$ cat config.mk
export PLATFORM = sky130hd
export DESIGN_NAME = sppm_rate_ctrl_mc
export DESIGN_NICKNAME = d
export VERILOG_FILES = /design/src/rtl/sppm_rate_ctrl_mc.sv
export SDC_FILE = /design/constraint.sdc
export NUM_CORES = 1
export LEC_CHECK = 0
export ABC_CLOCK_PERIOD_IN_PS = 5200
export BUFFER_PORTS_ARGS = -buffer_cell sky130_fd_sc_hd__buf_4
export CAP_MARGIN = 20
export CELL_PAD_IN_SITES_DETAIL_PLACEMENT = 2
export CELL_PAD_IN_SITES_GLOBAL_PLACEMENT = 2
export CORE_UTILIZATION = 35
export DETAILED_ROUTE_END_ITERATION = 8
export PLACE_DENSITY = 0.89
export SYNTH_ARGS = -nofsm -noshare
export SYNTH_HDL_FRONTEND = slang
export SYNTH_SLANG_ARGS = --single-unit
$ cat constraint.sdc
create_clock -name clk400M -period 5.2 [get_ports clk400M]
set_clock_uncertainty 0.05 [all_clocks]
set_input_delay 0.52 -clock clk400M [delete_from_list [all_inputs] [get_ports clk400M]]
set_output_delay 0.52 -clock clk400M [all_outputs]
set_load 0.1 [all_outputs]
$ cat src/rtl/sppm_rate_ctrl_mc.sv
// Multi-channel SPPM rate controller: counts synchronized SPPM edges per window, steps a
// per-channel PWM duty word toward a shared target band, and reports rate, duty and lock.
module sppm_rate_ctrl_mc #(
    parameter int NCH       = 4,
    parameter int WIN_CYC   = 400000,
    parameter int CNT_W     = 17,
    parameter int W_W       = 9,
    parameter int W_MAX     = 400,
    parameter int W_INIT    = 0,
    parameter int STEP      = 1,
    parameter int PWM_PER   = 400,
    parameter int LOCK_WINS = 4
) (
    input  logic                 clk400M,
    input  logic                 rst,
    input  logic [NCH-1:0]       sppm,
    input  logic [NCH-1:0]       en,
    input  logic [CNT_W-1:0]     target,
    input  logic [CNT_W-1:0]     tol,
    output logic [NCH-1:0]       led,
    output logic [NCH*CNT_W-1:0] rate,
    output logic [NCH*W_W-1:0]   duty,
    output logic [NCH-1:0]       locked,
    output logic                 win_tick
);

    localparam int WC_W = (WIN_CYC > 1) ? $clog2(WIN_CYC) : 1;
    localparam int PC_W = (PWM_PER > 1) ? $clog2(PWM_PER) : 1;
    localparam int LK_W = $clog2(LOCK_WINS + 1);

    function automatic logic [CNT_W-1:0] sat_inc(input logic [CNT_W-1:0] c, input logic inc);
        return (inc && (c != '1)) ? c + CNT_W'(1) : c;
    endfunction

    function automatic logic [W_W-1:0] duty_up(input logic [W_W-1:0] d);
        logic [W_W:0] s;
        s = {1'b0, d} + (W_W+1)'(STEP);
        return (s > (W_W+1)'(W_MAX)) ? W_W'(W_MAX) : s[W_W-1:0];
    endfunction

    function automatic logic [W_W-1:0] duty_dn(input logic [W_W-1:0] d);
        return (d < W_W'(STEP)) ? '0 : d - W_W'(STEP);
    endfunction

    logic [NCH-1:0]   sync1_p0, sync2_p1, dly_p2, mono_p2;
    logic [WC_W-1:0]  wcnt_p0;
    logic [PC_W-1:0]  pcnt_p0;
    logic [CNT_W-1:0] cnt_p3   [NCH];
    logic [CNT_W-1:0] cnt_nxt  [NCH];
    logic [CNT_W-1:0] rate_q   [NCH];
    logic [W_W-1:0]   duty_q   [NCH];
    logic [LK_W-1:0]  lock_q   [NCH];
    logic [CNT_W:0]   band_hi, band_lo;
    logic             win_end;

    assign win_end = (wcnt_p0 == WC_W'(WIN_CYC - 1));

    // band is one bit wider than the count so target+tol cannot wrap
    always_comb begin
        band_hi = {1'b0, target} + {1'b0, tol};
        band_lo = (target >= tol) ? {1'b0, target - tol} : '0;
        for (int i = 0; i < NCH; i++) begin
            cnt_nxt[i] = sat_inc(cnt_p3[i], mono_p2[i]);
        end
    end

    always_ff @(posedge clk400M) begin
        if (rst) begin
            sync1_p0 <= '0;
            sync2_p1 <= '0;
            dly_p2   <= '0;
            mono_p2  <= '0;
            wcnt_p0  <= '0;
            pcnt_p0  <= '0;
            win_tick <= 1'b0;
            led      <= '0;
            for (int i = 0; i < NCH; i++) begin
                cnt_p3[i] <= '0;
                rate_q[i] <= '0;
                duty_q[i] <= W_W'(W_INIT);
                lock_q[i] <= '0;
            end
        end else begin
            // stage 0-2: synchronizer, delay and one-cycle rising-edge pulse
            sync1_p0 <= sppm;
            sync2_p1 <= sync1_p0;
            dly_p2   <= sync2_p1;
            mono_p2  <= sync2_p1 & ~dly_p2;

            win_tick <= win_end;
            wcnt_p0  <= win_end ? '0 : wcnt_p0 + WC_W'(1);
            pcnt_p0  <= (pcnt_p0 == PC_W'(PWM_PER - 1)) ? '0 : pcnt_p0 + PC_W'(1);

            // stage 3: window accumulation and end-of-window regulation
            for (int i = 0; i < NCH; i++) begin
                led[i] <= int'(pcnt_p0) < int'(duty_q[i]);
                if (win_end) begin
                    cnt_p3[i] <= '0;
                    rate_q[i] <= cnt_nxt[i];
                    if (!en[i]) begin
                        lock_q[i] <= '0;
                    end else if ({1'b0, cnt_nxt[i]} > band_hi) begin
                        duty_q[i] <= duty_dn(duty_q[i]);
                        lock_q[i] <= '0;
                    end else if ({1'b0, cnt_nxt[i]} < band_lo) begin
                        duty_q[i] <= duty_up(duty_q[i]);
                        lock_q[i] <= '0;
                    end else if (lock_q[i] != LK_W'(LOCK_WINS)) begin
                        lock_q[i] <= lock_q[i] + LK_W'(1);
                    end
                end else begin
                    cnt_p3[i] <= cnt_nxt[i];
                end
            end
        end
    end

    for (genvar g = 0; g < NCH; g++) begin : g_out
        assign rate[g*CNT_W +: CNT_W] = rate_q[g];
        assign duty[g*W_W +: W_W]     = duty_q[g];
        assign locked[g]              = (lock_q[g] == LK_W'(LOCK_WINS));
    end

endmodule

# Word level (Yosys, flattened, before mapping)
# Memories as Yosys holds them, arrays and structs flattened.
# Index checks and enable logic that the tools add are counted.
[op_classes]
add_sub_neg = 20
multipliers = 0
div = 0
order_cmp = 21
eq_ne = 14
shifts = 0
mux = 145
bitwise_logic = 38
reduce_logical = 6
[ops]
columns = ["op", "count"]
rows = [
  ["$mux 17", 17],
  ["$mux 9", 16],
  ["$mux 1", 96],
  ["$gt 17x18->1", 4],
  ["$add 17x1->17 const B", 4],
  ["$lt 17x17->1", 4],
  ["$ne 17x17->1 const B", 4],
  ["$mux 3", 16],
  ["$add 9x1->10 const B", 4],
  ["$gt 10x9->1 const B", 4],
  ["$lt 9x1->1 const B", 4],
  ["$lt 9x9->1", 4],
  ["$or 1x1->1", 36],
  ["$sub 9x1->9 const B", 4],
  ["$add 19x1->19 const B", 1],
  ["$eq 19x19->1 const B", 1],
  ["$add 17x17->18", 1],
  ["$ge 17x17->1", 1],
  ["$sub 17x17->17", 1],
  ["$add 3x1->3 const B", 4],
  ["$eq 3x3->1 const B", 4],
  ["$ne 3x3->1 const B", 4],
  ["$add 9x1->9 const B", 1],
  ["$eq 9x9->1 const B", 1],
  ["other kinds (4)", 8],
]
[totals]
register_bits = 49
latch_bits = 0
mem_bits_rw = 184
romBits = 0
in_bits = 44
output_inout_bits = 113
wordCells = 256
mem_count = 4
[memory_table]
columns = ["memory", "words", "word_bits", "rd", "rd_ports_with_merged_regs", "wr", "line_no", "source"]
rows = [
  ["cnt_p3", 4, 17, 4, 0, 4, "48", "logic [CNT_W-1:0] cnt_p3 [NCH];"],
  ["rate_q", 4, 17, 4, 0, 4, "50", "logic [CNT_W-1:0] rate_q [NCH];"],
  ["duty_q", 4, 9, 4, 0, 4, "51", "logic [W_W-1:0] duty_q [NCH];"],
  ["lock_q", 4, 3, 4, 0, 4, "52", "logic [LK_W-1:0] lock_q [NCH];"],
]

# Longest topological paths before layout
# An unclocked memory read counts as a cell.
[depth]
ltp_word = 13
ltp_mapped = 26

# Worst setup path before layout
# OpenSTA, ideal clock, no wires.
[synth_path]
path_type = "in2reg"
startpoint = "input target[0]"
endpoint = "memory lock_q[2][0] (netlist name), enable pin"
setup_time_ns = 0.268
arrival_ns = 5.150
required_ns = 4.882
setup_slack_ns = -0.268
cell_stages = 23
n_path_buf = 0
path_cell_list = "inv_1 ha_1 inv_1 fa_1 a21o_1 a21oi_1 o21ai_1 nand2_1 o21ai_1 o41a_1 a41oi_1 mux2i_1 a311oi_1 ha_1 nand2_1 nor2_1 nand2_1 or4_1 o21ai_1 a21boi_2 nand3b_2 nand2b_1 or3b_1"
[synth_rtl]
columns = ["item", "line_no", "source"]
rows = [
  ["start, declared", "18", "input logic [CNT_W-1:0] target,"],
  ["end, declared", "52", ""],
]

==> metrics.log <==
INFO  metric power.density_cell_area = 302 nW/um^2
INFO  metric synth_top_family_by_area = simple AND/OR/NAND/NOR gates
INFO  metric violations = negative setup slack
INFO  metric dpl_hpwl = 54,800 um
INFO  metric first_global_vias = 19,500
INFO  metric result_of_the_run = finished, violations left
INFO  metric detail_route.drc_violations = 0
INFO  metric total_power = 7.05 mW
INFO  metric number_of_placement_rows = 81
INFO  metric timing.final.setup_violations = 96
INFO  metric timing.hold.worst_path_depth = 2
INFO  metric buffer_ports.inserted = 156
INFO  metric design.core.area = 49,400 sq um
INFO  metric fill_cell_total_of_the_finished_layout = 5,163
INFO  metric grt_antenna_before_repair = 11
INFO  metric met2_wirelength = 49,500 um
INFO  metric totalWireLength = 108,000 um
INFO  metric insertion_delay = 0.61 ns
INFO  metric pin_count_of_the_biggest_net_entering_global_routing = 73
INFO  metric post_synth_instance_area = 17,600 sq um
INFO  metric globalplace.congestion = 0.907
INFO  metric proportion_of_synthesized_flip_flops_having_asynchronous_set_or_reset = 0
INFO  metric total_of_max_cap_violations = 0
INFO  metric place_worst_setup_slack = -0.519 ns
INFO  metric layout-area-overhead-vs-synth = 32.6%
INFO  metric fin_setup_tns = -65.47 ns
INFO  metric cts_hold_buffers = 0
INFO  metric synth-seq-cells = 233
INFO  metric floorplan.die.width = 226 um
INFO  metric fmax = 156 MHz
INFO  metric synth_top_area_cell = edfxtp_1
INFO  metric p_leak = 10.3 nW
INFO  metric cts_max_path_buffers = 3
INFO  metric 1st_iter_drt_viols = 1,955
INFO  metric utilization = 0.474
INFO  metric post_route_cells_drive_above_1_share = 0.268
INFO  metric reg2reg_from = cnt_p3[0][1]$_SDFFCE_PN0P_
INFO  metric ant_nets = 0
INFO  metric hold_viol_final = 0
INFO  metric total_clock_buffers_created_by_cts = 30
INFO  metric tightestPinTransition = 1.17 ns
INFO  metric min_from = sppm[1]
INFO  metric critical_path.max_fanout = 6
INFO  metric grtUsageTotal = 0.335
INFO  metric synth_seq_area_share = 0.369
INFO  metric num_vias = 19,100
INFO  metric synth_top_area_share = 0.313
INFO  metric worstSetupStartpointType = input port
INFO  metric die_area = 51,300 sq um
INFO  metric worstSetupEndpointType = flip-flop
INFO  metric ff2ff_setup_slack = -0.88 ns
INFO  metric tritoncts_clock_tree = done
INFO  metric grt_pass1_wl = 128,000 um
INFO  metric muxShareOfSynthArea = 0.0112
INFO  metric clk_root_buffer_cell = clkbuf_16
INFO  metric wl_met1 = 38,400 um
INFO  metric die_h = 226 um
INFO  metric synth_compound_area_frac = 0.136
INFO  metric worst_hold_path.endpoint = sync1_p0[1]$_SDFF_PP0_
INFO  metric yosys-top-cells-count = nor2_1, ha_1, edfxtp_1
INFO  metric post_synth.cell_area_avg = 9.28 sq um
INFO  metric timing.hold.worst.class = input port to flip-flop
INFO  metric wl_per_cell = 36.2 um
INFO  metric worst_r2r_path_depth = 22
INFO  metric slew_violations = 0
INFO  metric worst-setup-path-type = input port to flip-flop
INFO  metric r2r_end = duty_q[0][1]$_SDFFCE_PN0P_
INFO  metric cp.required = 5.46 ns
INFO  metric synthesis.instances = 1,900
INFO  metric min_period = 6.43 ns
INFO  metric average_via_count_per_standard_cell = 6.40
INFO  metric floorplan.initialDensity = 0.357
INFO  metric synth_xor_area_frac = 0.0641
INFO  metric adder_cell_fraction_of_synth_area = 0.165
INFO  metric highest-signal-layer = met5
INFO  metric post-synth-top-count-cell = nor2_1
INFO  metric final_critical_path_setup_slack = -1.23 ns
INFO  metric ys_warn_count = 0
INFO  metric globalRoute.totalOverflow = 0
INFO  metric path_clk_slew = 0.07 ns
INFO  metric synth_simple_gate_area_share = 0.200
INFO  metric slew_headroom = 0.221
INFO  metric yosys.cell_types.count = 112
INFO  metric yosys-top-cells-area = edfxtp_1, ha_1, nor2_1
INFO  metric ios = 157
INFO  metric drt-pass1-iter-count = 5
INFO  metric synth_enable_flop_cells = 184
INFO  metric hold_ws = 0.0857 ns
INFO  metric route.met3.wl = 9980 um
INFO  metric yosys_most_used_dff = edfxtp_1
INFO  metric ir_worst_vdd = 0.000247 V
INFO  metric fin_nets = 2,567
INFO  metric worstPathArrival = 6.69 ns
INFO  metric cts_sinks = 233
INFO  metric min_period_over_period = 1.24
INFO  metric cts_h_tree_lvls = 1
[where the power goes]
part           switching (mW)  internal (mW)
logic                    1.65          0.816
clock network            1.04           1.34
registers               0.109           2.09
total                    2.80           4.25
[metrics by stage]
step / instance area (sq um) / cells
finish: 23400 / 2986
global route: 23400 / 2984
CTS: 22200 / 2929
detailed placement: 20700 / 2857
global placement: 20700 / 2857
floorplan: 17900 / 1967
[per-layer routing]
| layer | global-route usage | up-vias |
|---|---|---|
| met5 | 0 | - |
| met4 | 0.208 | 10 |
| met3 | 0.0604 | 683 |
| met2 | 0.574 | 1378 |
| met1 | 0.387 | 9541 |
| li1 | - | 7505 |
[state kept, by name (all words and copies together) (netlist names)]
register,flops
lock_q,12
win_tick,1
sync2_p1,4
duty_q,36
rate_q,68
cnt_p3,68
pcnt_p0,9
led,4
sync1_p0,4
wcnt_p0,19
mono_p2,4
dly_p2,4
[cells by family (layout without fill, tap and decap cells)]
logic type / after synthesis / in the layout
compound gates: 339 / 340
other cells: 1 / 73
fa+ha+maj: 231 / 231
simple gates: 710 / 710
xor+xnor: 129 / 129
flops: 233 / 233
mux: 18 / 18
buf+inv: 239 / 588
[cells in the final DEF, fill, tap and decap left out, types with 8 or more instances in the layout]
cell / count
a211oi_1: 13
a21o_1: 63
a21oi_1: 76
a21oi_2: 8
a31oi_1: 13
and2_1: 13
and3_1: 24
and4_1: 10
buf_4: 343
clkbuf_16: 33
conb_1: 68
dfxtp_1: 49
edfxtp_1: 184
ha_1: 209
ha_4: 14
inv_1: 160
inv_2: 15
mux2i_1: 13
nand2_1: 105
nand2b_1: 11
nand3_1: 72
nand4_1: 53
nor2_1: 245
nor2_2: 9
nor2_4: 9
nor2b_1: 28
nor3_1: 31
nor3_2: 8
o211ai_1: 9
o21a_1: 10
o21ai_0: 27
o21ai_1: 9
o21bai_1: 11
o221ai_1: 9
o22ai_1: 10
xnor2_1: 63
xnor2_2: 13
xor2_1: 28
xor2_2: 23
[timing repair]
action                     in CTS  in global routing
gates resized for setup        71                149
cloned                          0                  2
pin swaps                      10                 62
setup endpoints to repair      90                 96
buffers inserted               16                 50
[how the worst max path moves through the flow]
stage | startpoint | endpoint | slack (ns) | cells after the start
floorplan | target[0] | lock_q[2][0]$_SDFFCE_PN0P_ | 0.009 | 23
global placement | target[0] | lock_q[2][1]$_SDFFCE_PN0P_ | -0.16 | 24
detailed placement | target[11] | duty_q[3][6]$_DFFE_PP_ | -0.52 | 20
CTS | cnt_p3[1][6]$_SDFFCE_PN0P_ | duty_q[1][2]$_SDFFCE_PN0P_ | 0.005 | 24
global route | tol[12] | duty_q[1][6]$_SDFFCE_PN0P_ | -1.23 | 25
finish | tol[11] | duty_q[1][6]$_SDFFCE_PN0P_ | -1.23 | 25
[critical path, cell delays in order]
cell	delay [ns]
buf_4	0.10
inv_1	0.05
ha_1	0.53
nand3_2	0.40
a21oi_4	0.51
buf_4	0.20
nor4_4	0.05
buf_4	0.16
a21o_4	0.20
buf_4	0.18
a21oi_1	0.75
a311oi_2	0.16
buf_4	0.23
ha_4	0.28
nand4_1	0.18
a211oi_1	0.34
o22ai_1	0.15
buf_4	0.17
nand4_4	0.08
nor2_1	0.07
a2bb2oi_2	0.17
buf_6	0.15
nor3_1	0.30
a211oi_1	0.11
nor3_1	0.61
[final cells by class]
class | instances | area [sq um] | share of cell area
Sequential cell | 233 | 6510 | 0.278
Multi-Input combinational cell | 1496 | 11500 | 0.493
Timing Repair Buffer | 356 | 2780 | 0.119
Tap cell | 664 | 831 | 0.0355
Antenna cell | 5 | 12.5 | 0.000535
Clock buffer | 37 | 840 | 0.0359
Clock inverter | 19 | 200 | 0.00856
Inverter | 176 | 673 | 0.0288
Power figures use the tool's default switching activity.
